[src/rtl/exe_pkg.sv]
// Shared types and sizing for the execute stage: ALU op encoding, MUL sequencer
// states and the registered control bundle.
package exe_pkg;

    localparam int LANES = 4;
    localparam int WIDTH = 16;

    typedef enum logic [3:0] {
        OP_ADD   = 4'd0,
        OP_SUB   = 4'd1,
        OP_AND   = 4'd2,
        OP_OR    = 4'd3,
        OP_XOR   = 4'd4,
        OP_SHL   = 4'd5,
        OP_SHR   = 4'd6,
        OP_ROL   = 4'd7,
        OP_ROR   = 4'd8,
        OP_MUL   = 4'd9,
        OP_PASSB = 4'd10
    } alu_op_e;

    typedef enum logic {
        IDLE = 1'b0,
        BUSY = 1'b1
    } state_e;

    typedef struct packed {
        logic             reg_write;
        logic             mem_write;
        logic             result_src;
        logic             update_count;
        logic             branch_taken;
        logic [3:0]       rd;
        logic [WIDTH-1:0] scalar;
    } ctrl_t;

endpackage

[src/rtl/vec_lane_alu.sv]
// Combinational single-lane ALU. MUL is not handled here (it shares one multiplier
// in the stage); unsupported codes give zero.
module vec_lane_alu
    import exe_pkg::*;
(
    input  logic [3:0]       op,
    input  logic [WIDTH-1:0] a,
    input  logic [WIDTH-1:0] b,
    output logic [WIDTH-1:0] res
);

    logic [4:0] sh;
    logic [4:0] sh_inv;

    // Amount 0 gives sh_inv=16, which shifts the wrap-around term fully out.
    assign sh     = {1'b0, b[3:0]};
    assign sh_inv = 5'(WIDTH) - sh;

    always_comb begin
        res = '0;
        case (op)
            OP_ADD:   res = a + b;
            OP_SUB:   res = a - b;
            OP_AND:   res = a & b;
            OP_OR:    res = a | b;
            OP_XOR:   res = a ^ b;
            OP_SHL:   res = a << sh;
            OP_SHR:   res = a >> sh;
            OP_ROL:   res = (a << sh) | (a >> sh_inv);
            OP_ROR:   res = (a >> sh) | (a << sh_inv);
            OP_PASSB: res = b;
            default:  res = '0;
        endcase
    end

endmodule

[src/rtl/exe_stage.sv]
// Vector execute stage: four lane ALUs plus a shared multiplier that walks the
// lanes over four cycles, stalling the upstream register with stop.
module exe_stage
    import exe_pkg::*;
(
    input  logic        clk,
    input  logic        reset,
    input  logic [15:0] op01_in,
    input  logic [15:0] op11_in,
    input  logic [15:0] op21_in,
    input  logic [15:0] op31_in,
    input  logic [15:0] op02_in,
    input  logic [15:0] op12_in,
    input  logic [15:0] op22_in,
    input  logic [15:0] op32_in,
    input  logic [15:0] op1_in,
    input  logic [15:0] op2_in,
    input  logic [3:0]  rd_in,
    input  logic [3:0]  aluControl_in,
    input  logic        regWrite_in,
    input  logic        memWrite_in,
    input  logic        branch_in,
    input  logic        resultSrc_in,
    input  logic        updateCount_in,
    output logic [15:0] res0_out,
    output logic [15:0] res1_out,
    output logic [15:0] res2_out,
    output logic [15:0] res3_out,
    output logic [15:0] scalar_out,
    output logic [3:0]  rd_out,
    output logic        regWrite_out,
    output logic        memWrite_out,
    output logic        resultSrc_out,
    output logic        updateCount_out,
    output logic        branchTaken_out,
    output logic        stop
);

    logic [LANES-1:0][WIDTH-1:0] op_a, op_b, alu_res, res_d, res_q;
    logic [LANES-2:0][WIDTH-1:0] prod_q;
    ctrl_t                       ctrl_in, ctrl_d, ctrl_q;
    state_e                      state;
    logic [1:0]                  cnt, lane_sel;
    logic [WIDTH-1:0]            mul_lo;
    logic                        mul_req, mul_done;

    assign op_a = {op31_in, op21_in, op11_in, op01_in};
    assign op_b = {op32_in, op22_in, op12_in, op02_in};

    genvar i;
    generate
        for (i = 0; i < LANES; i++) begin : g_lane
            vec_lane_alu u_alu (
                .op  (aluControl_in),
                .a   (op_a[i]),
                .b   (op_b[i]),
                .res (alu_res[i])
            );
        end
    endgenerate

    assign mul_req  = (aluControl_in == OP_MUL) && regWrite_in;
    assign mul_done = (state == BUSY) && (cnt == 2'd3);
    assign lane_sel = (state == BUSY) ? cnt : 2'd0;
    // Low half of the 16x16 product is all that is ever kept.
    assign mul_lo   = op_a[lane_sel] * op_b[lane_sel];

    assign stop = !reset && (((state == IDLE) && mul_req) ||
                             ((state == BUSY) && (cnt != 2'd3)));

    always_comb begin
        ctrl_in = '{reg_write:    regWrite_in,
                    mem_write:    memWrite_in,
                    result_src:   resultSrc_in,
                    update_count: updateCount_in,
                    branch_taken: branch_in && (op1_in == op2_in),
                    rd:           rd_in,
                    scalar:       op1_in + op2_in};
        res_d  = alu_res;
        ctrl_d = ctrl_in;
        if (mul_done) begin
            res_d = {mul_lo, prod_q[2], prod_q[1], prod_q[0]};
        end else if (stop || (aluControl_in == OP_MUL)) begin
            // Stall cycles and MULs without a write become bubbles.
            res_d  = '0;
            ctrl_d = '0;
        end
    end

    always_ff @(posedge clk or posedge reset) begin
        if (reset) begin
            state  <= IDLE;
            cnt    <= 2'd0;
            prod_q <= '0;
            res_q  <= '0;
            ctrl_q <= '0;
        end else begin
            res_q  <= res_d;
            ctrl_q <= ctrl_d;
            case (state)
                IDLE: begin
                    if (mul_req) begin
                        prod_q[0] <= mul_lo;
                        cnt       <= 2'd1;
                        state     <= BUSY;
                    end
                end
                BUSY: begin
                    if (cnt == 2'd3) begin
                        cnt   <= 2'd0;
                        state <= IDLE;
                    end else begin
                        prod_q[cnt] <= mul_lo;
                        cnt         <= cnt + 2'd1;
                    end
                end
                default: state <= IDLE;
            endcase
        end
    end

    assign res0_out        = res_q[0];
    assign res1_out        = res_q[1];
    assign res2_out        = res_q[2];
    assign res3_out        = res_q[3];
    assign scalar_out      = ctrl_q.scalar;
    assign rd_out          = ctrl_q.rd;
    assign regWrite_out    = ctrl_q.reg_write;
    assign memWrite_out    = ctrl_q.mem_write;
    assign resultSrc_out   = ctrl_q.result_src;
    assign updateCount_out = ctrl_q.update_count;
    assign branchTaken_out = ctrl_q.branch_taken;

endmodule

[config.mk]
export PLATFORM = sky130hd
export DESIGN_NAME = exe_stage
export DESIGN_NICKNAME = d
export VERILOG_FILES = /design/src/rtl/exe_pkg.sv /design/src/rtl/vec_lane_alu.sv /design/src/rtl/exe_stage.sv
export SDC_FILE = /design/constraint.sdc
export NUM_CORES = 2
export LEC_CHECK = 0
export CAP_MARGIN = 20
export CORE_ASPECT_RATIO = 2
export CORE_MARGIN = 2
export CORE_UTILIZATION = 35
export CTS_CLUSTER_DIAMETER = 120
export DETAILED_ROUTE_END_ITERATION = 7
export SLEW_MARGIN = 20
export SYNTH_ARGS = -nofsm -noshare
export SYNTH_HDL_FRONTEND = slang
export SYNTH_HIERARCHICAL = 1
export SYNTH_SLANG_ARGS = --single-unit
[constraint.sdc]
create_clock -name clk -period 11.62 [get_ports clk]
set_clock_uncertainty 0.15 [all_clocks]
set_input_delay 1.743 -clock clk [delete_from_list [all_inputs] [get_ports clk]]
set_output_delay 1.743 -clock clk [all_outputs]
set_load 0.005 [all_outputs]
==> flow_metrics.tcl <==
set metrics [dict create \
    cts.htree.levels 4 \
    report.final.setup_viol 0 \
    postCtsSetupRepairBufs 0 \
    clk_transition_reported_paths_ns 0.07 \
    globalRouteOverflowTotal 0 \
    synth.cell_area_sq_mm 0.0313 \
    largest_net_degree_at_the_start_of_global_routing 82 \
    drt.antenna.violating_nets 0 \
    global_route.peak_usage_layer "met2" \
    clock_sink_count 140 \
    slew_headroom_pct 21.7 \
    number_of_buffers_created_by_cts 17 \
    clk_path_buf_depth 2 \
    crit-reg2reg-launch "state$_DFF_PP0_" \
    synthesis_to_finish_area_growth_pct 14.7 \
    final_critical_path_required_period_ns 9.07 \
    critPathCaptureType "flop" \
    initial_core_util_pct 35.2 \
    cap_viol_max_count 0 \
    wl_per_cell_um 34.2 \
    final.setup.tns_ns 0 \
    rows 155 \
    drt_pre_antenna_iters 6 \
    cp_common_cell "fa_1" \
    total_of_flip_flops_plus_latches_after_synthesis 140 \
    chipWidth_um 216 \
    clock_tree.root_cell "clkbuf_16" \
    yosysSeqAreaShare_pct 11.2 \
    synth_top_flop_cell "dfrtp_1" \
    timing.critical_path.from "op22_in[4]" \
    count_of_final_max_slew_check_failures 0 \
    hold_viol 0 \
    final_wl_mm 177 \
    post_cts_resized 0 \
    cp_data_arrival_time_ns 9.27 \
    fp.coreArea_sq_mm 0.0890 \
    timing.fmax_mhz 110 \
    critPathLaunchType "input pin" \
    io_buffer_count 264 \
    global_routing_met3_resource_utilization_pct 5.85 \
    io_pins 265 \
    avgSynthCellArea_sq_um 8.14 \
    synth-warning-count 6 \
    antenna_found_initial 10 \
    grt_util_met1_pct 38.9 \
    nets 4506 \
    cts_tree "yes" \
    clock_insertion_delay_worst_skew_ns 0.52 \
    post-route-drc-count 0 \
    synthArstFlopShare_pct 100 \
    critPathSlowestCell "o21ai_1" \
    fp.dieArea_sq_mm 0.0921 \
    vias_in_the_first_global_route 33400 \
    synth.distinct_cells 78 \
    worst-endpoint-required_ns 11.82 \
    grt_first_pass_wirelength_mm 250 \
    cts_hold_buffers 0 \
    number_of_design_rule_violations_left_by_the_first_detailed_router_iteration 3456 \
    worstHoldPathType "flop to flop" \
    cpPeakStageDelay_ns 0.80 \
    worst_pin_slew_ns 1.16 \
    post_route_fraction_of_the_period_consumed_by_the_critical_path_pct 78.1 \
    synth_fp_nets 4374 \
    critical_path_class "input pin to flop" \
    route.vias.total 33500 \
    gr-usage-met2_pct 65.4 \
    worst_hold_startpoint "prod_q[8]$_DFFE_PP0P_" \
    critical_path.max_fanout 11 \
    cp_cell_sequence "clkdlybuf4s50_1 -> buf_4 -> mux2_2 -> o21ai_1 -> nor2_1 -> fa_1 -> inv_1 -> fa_1 -> fa_1 -> fa_1 -> inv_1 -> fa_1 -> inv_1 -> fa_1 -> inv_1 -> ha_1 -> a21oi_1 -> nor2b_1 -> o311ai_0 -> nand2b_1 -> xnor2_1 -> o21ai_0" \
    finalCoreUtilization_pct 40.4 \
    finalWeightedCongestion 1.08 \
    run_status "finished clean" \
    post_route_cells_drive_above_1_share_pct 13.2 \
    vias_per_cell 6.47 \
    synth_enable_flop_cells 0 \
    post_synth_inst_count 3850 \
    die_h_um 427 \
    globalRouteTotalUtil_pct 38.0 \
    unrepaired_setup_endpoints_after_global_routing "false" \
    place_hpwl_mm 137 \
]
[metal layers]
layer | share of wire [%] | up-vias | routed length [um]
met2 | 48 | 1972 | 85900
li1 | - | 14400 | -
met4 | 12 | 2 | 21200
met5 | 0.0079 | - | 14
met1 | 33 | 16500 | 57800
met3 | 7.0 | 652 | 12400
[per-stage QoR]
stage	hold WS, ns	setup slack [ns]	cell area (sq um)	std cells
floorplan	0.300	4.02	31300	3850
global placement	0.312	1.94	35300	5139
detailed placement	0.321	1.91	35300	5139
CTS	0.335	2.48	35900	5170
global route	0.353	2.04	35900	5171
finish	0.334	2.55	36000	5178
[worst paths after layout]
| check | depth (start not counted) | to | slack, ns |
|---|---|---|---|
| setup / recovery | 22 | res3_out[13]$_DFF_PP0_ | 2.55 |
| hold / removal | 2 | prod_q[8]$_DFFE_PP0P_ | 0.33 |
| setup reg to reg | 23 | res3_out[13]$_DFF_PP0_ | 2.82 |
| hold reg to reg | 2 | prod_q[8]$_DFFE_PP0P_ | 0.33 |
| max in group asynchronous | 3 | res2_out[10]$_DFF_PP0_ | 8.59 |
| min in group asynchronous | 2 | cnt[0]$_DFFE_PP0P_ | 1.59 |
[area by class of cell]
cell class,count,area [sq um]
Multi-Input combinational cell,3133,25600
Inverter,279,1050
Antenna cell,7,17.5
Clock inverter,13,159
Tap cell,1177,1470
Fill cell,9177,53100
Clock buffer,18,429
Sequential cell,140,3500
Timing Repair Buffer,411,3710
[registers in the layout (all words and copies together), names as in the netlist, 2 cells and up]
register / cells
res3_out: 16
res0_out: 16
res1_out: 16
res2_out: 16
rd_out: 4
cnt: 2
scalar_out: 16
prod_q: 48
[logic make-up after synthesis]
group	after synthesis	share of synthesized area, %
mux	482	21.8
flops	140	11.2
xor+xnor	168	4.74
compound gates	1012	22.0
fa+ha+maj	349	16.0
buf+inv	577	7.51
simple gates	1122	16.8
[synthesized netlist by cell type (63+ instances only)]
cell        n  area share, %
mux4_2    148             11
mux2i_1   208            6.6
xnor2_1   129            3.6
nor3_1     84            1.3
mux2_2    126            4.5
fa_1       85            5.4
inv_1     267            3.2
o21ai_0   189            3.0
clkbuf_1  164            2.0
nor2_1    366            4.4
dfrtp_1   140             11
nand3_1    63            1.0
ha_1      264             11
a21oi_1   202            3.2
buf_2      80            1.3
nand2_1   319            3.8
[worst max-delay path: cells and delay by family]
family / cells / cell delay, ns
fa+ha+maj: 7 / 3.48
buf+inv: 6 / 0.83
compound gates: 4 / 1.78
mux: 1 / 0.31
simple gates: 3 / 0.36
xor+xnor: 1 / 0.77
[placed cells by master (no fill, tap or decap), types with 28 or more instances in the layout]
master           instances
or3_1                   30
mux2_2                 126
inv_1                  266
fa_1                    85
nand2b_1                62
xor2_1                  37
buf_4                  152
nor2_1                 365
xnor2_1                123
nand2_1                318
o21ai_0                188
a21oi_1                200
a31oi_1                 45
a211oi_1                43
clkdlybuf4s50_1        252
nor2b_1                 41
a22oi_1                 48
nand3_1                 63
a21o_1                  32
ha_1                   264
a211o_1                 28
nor3_1                  81
o22ai_1                 53
o211ai_1                37
dfrtp_1                139
a22o_1                  62
mux2i_1                208
mux4_2                 148
Power is left out: the tool's default activity adds up to more than one toggle a clock period on the data nets, which glitch-free logic cannot reach.
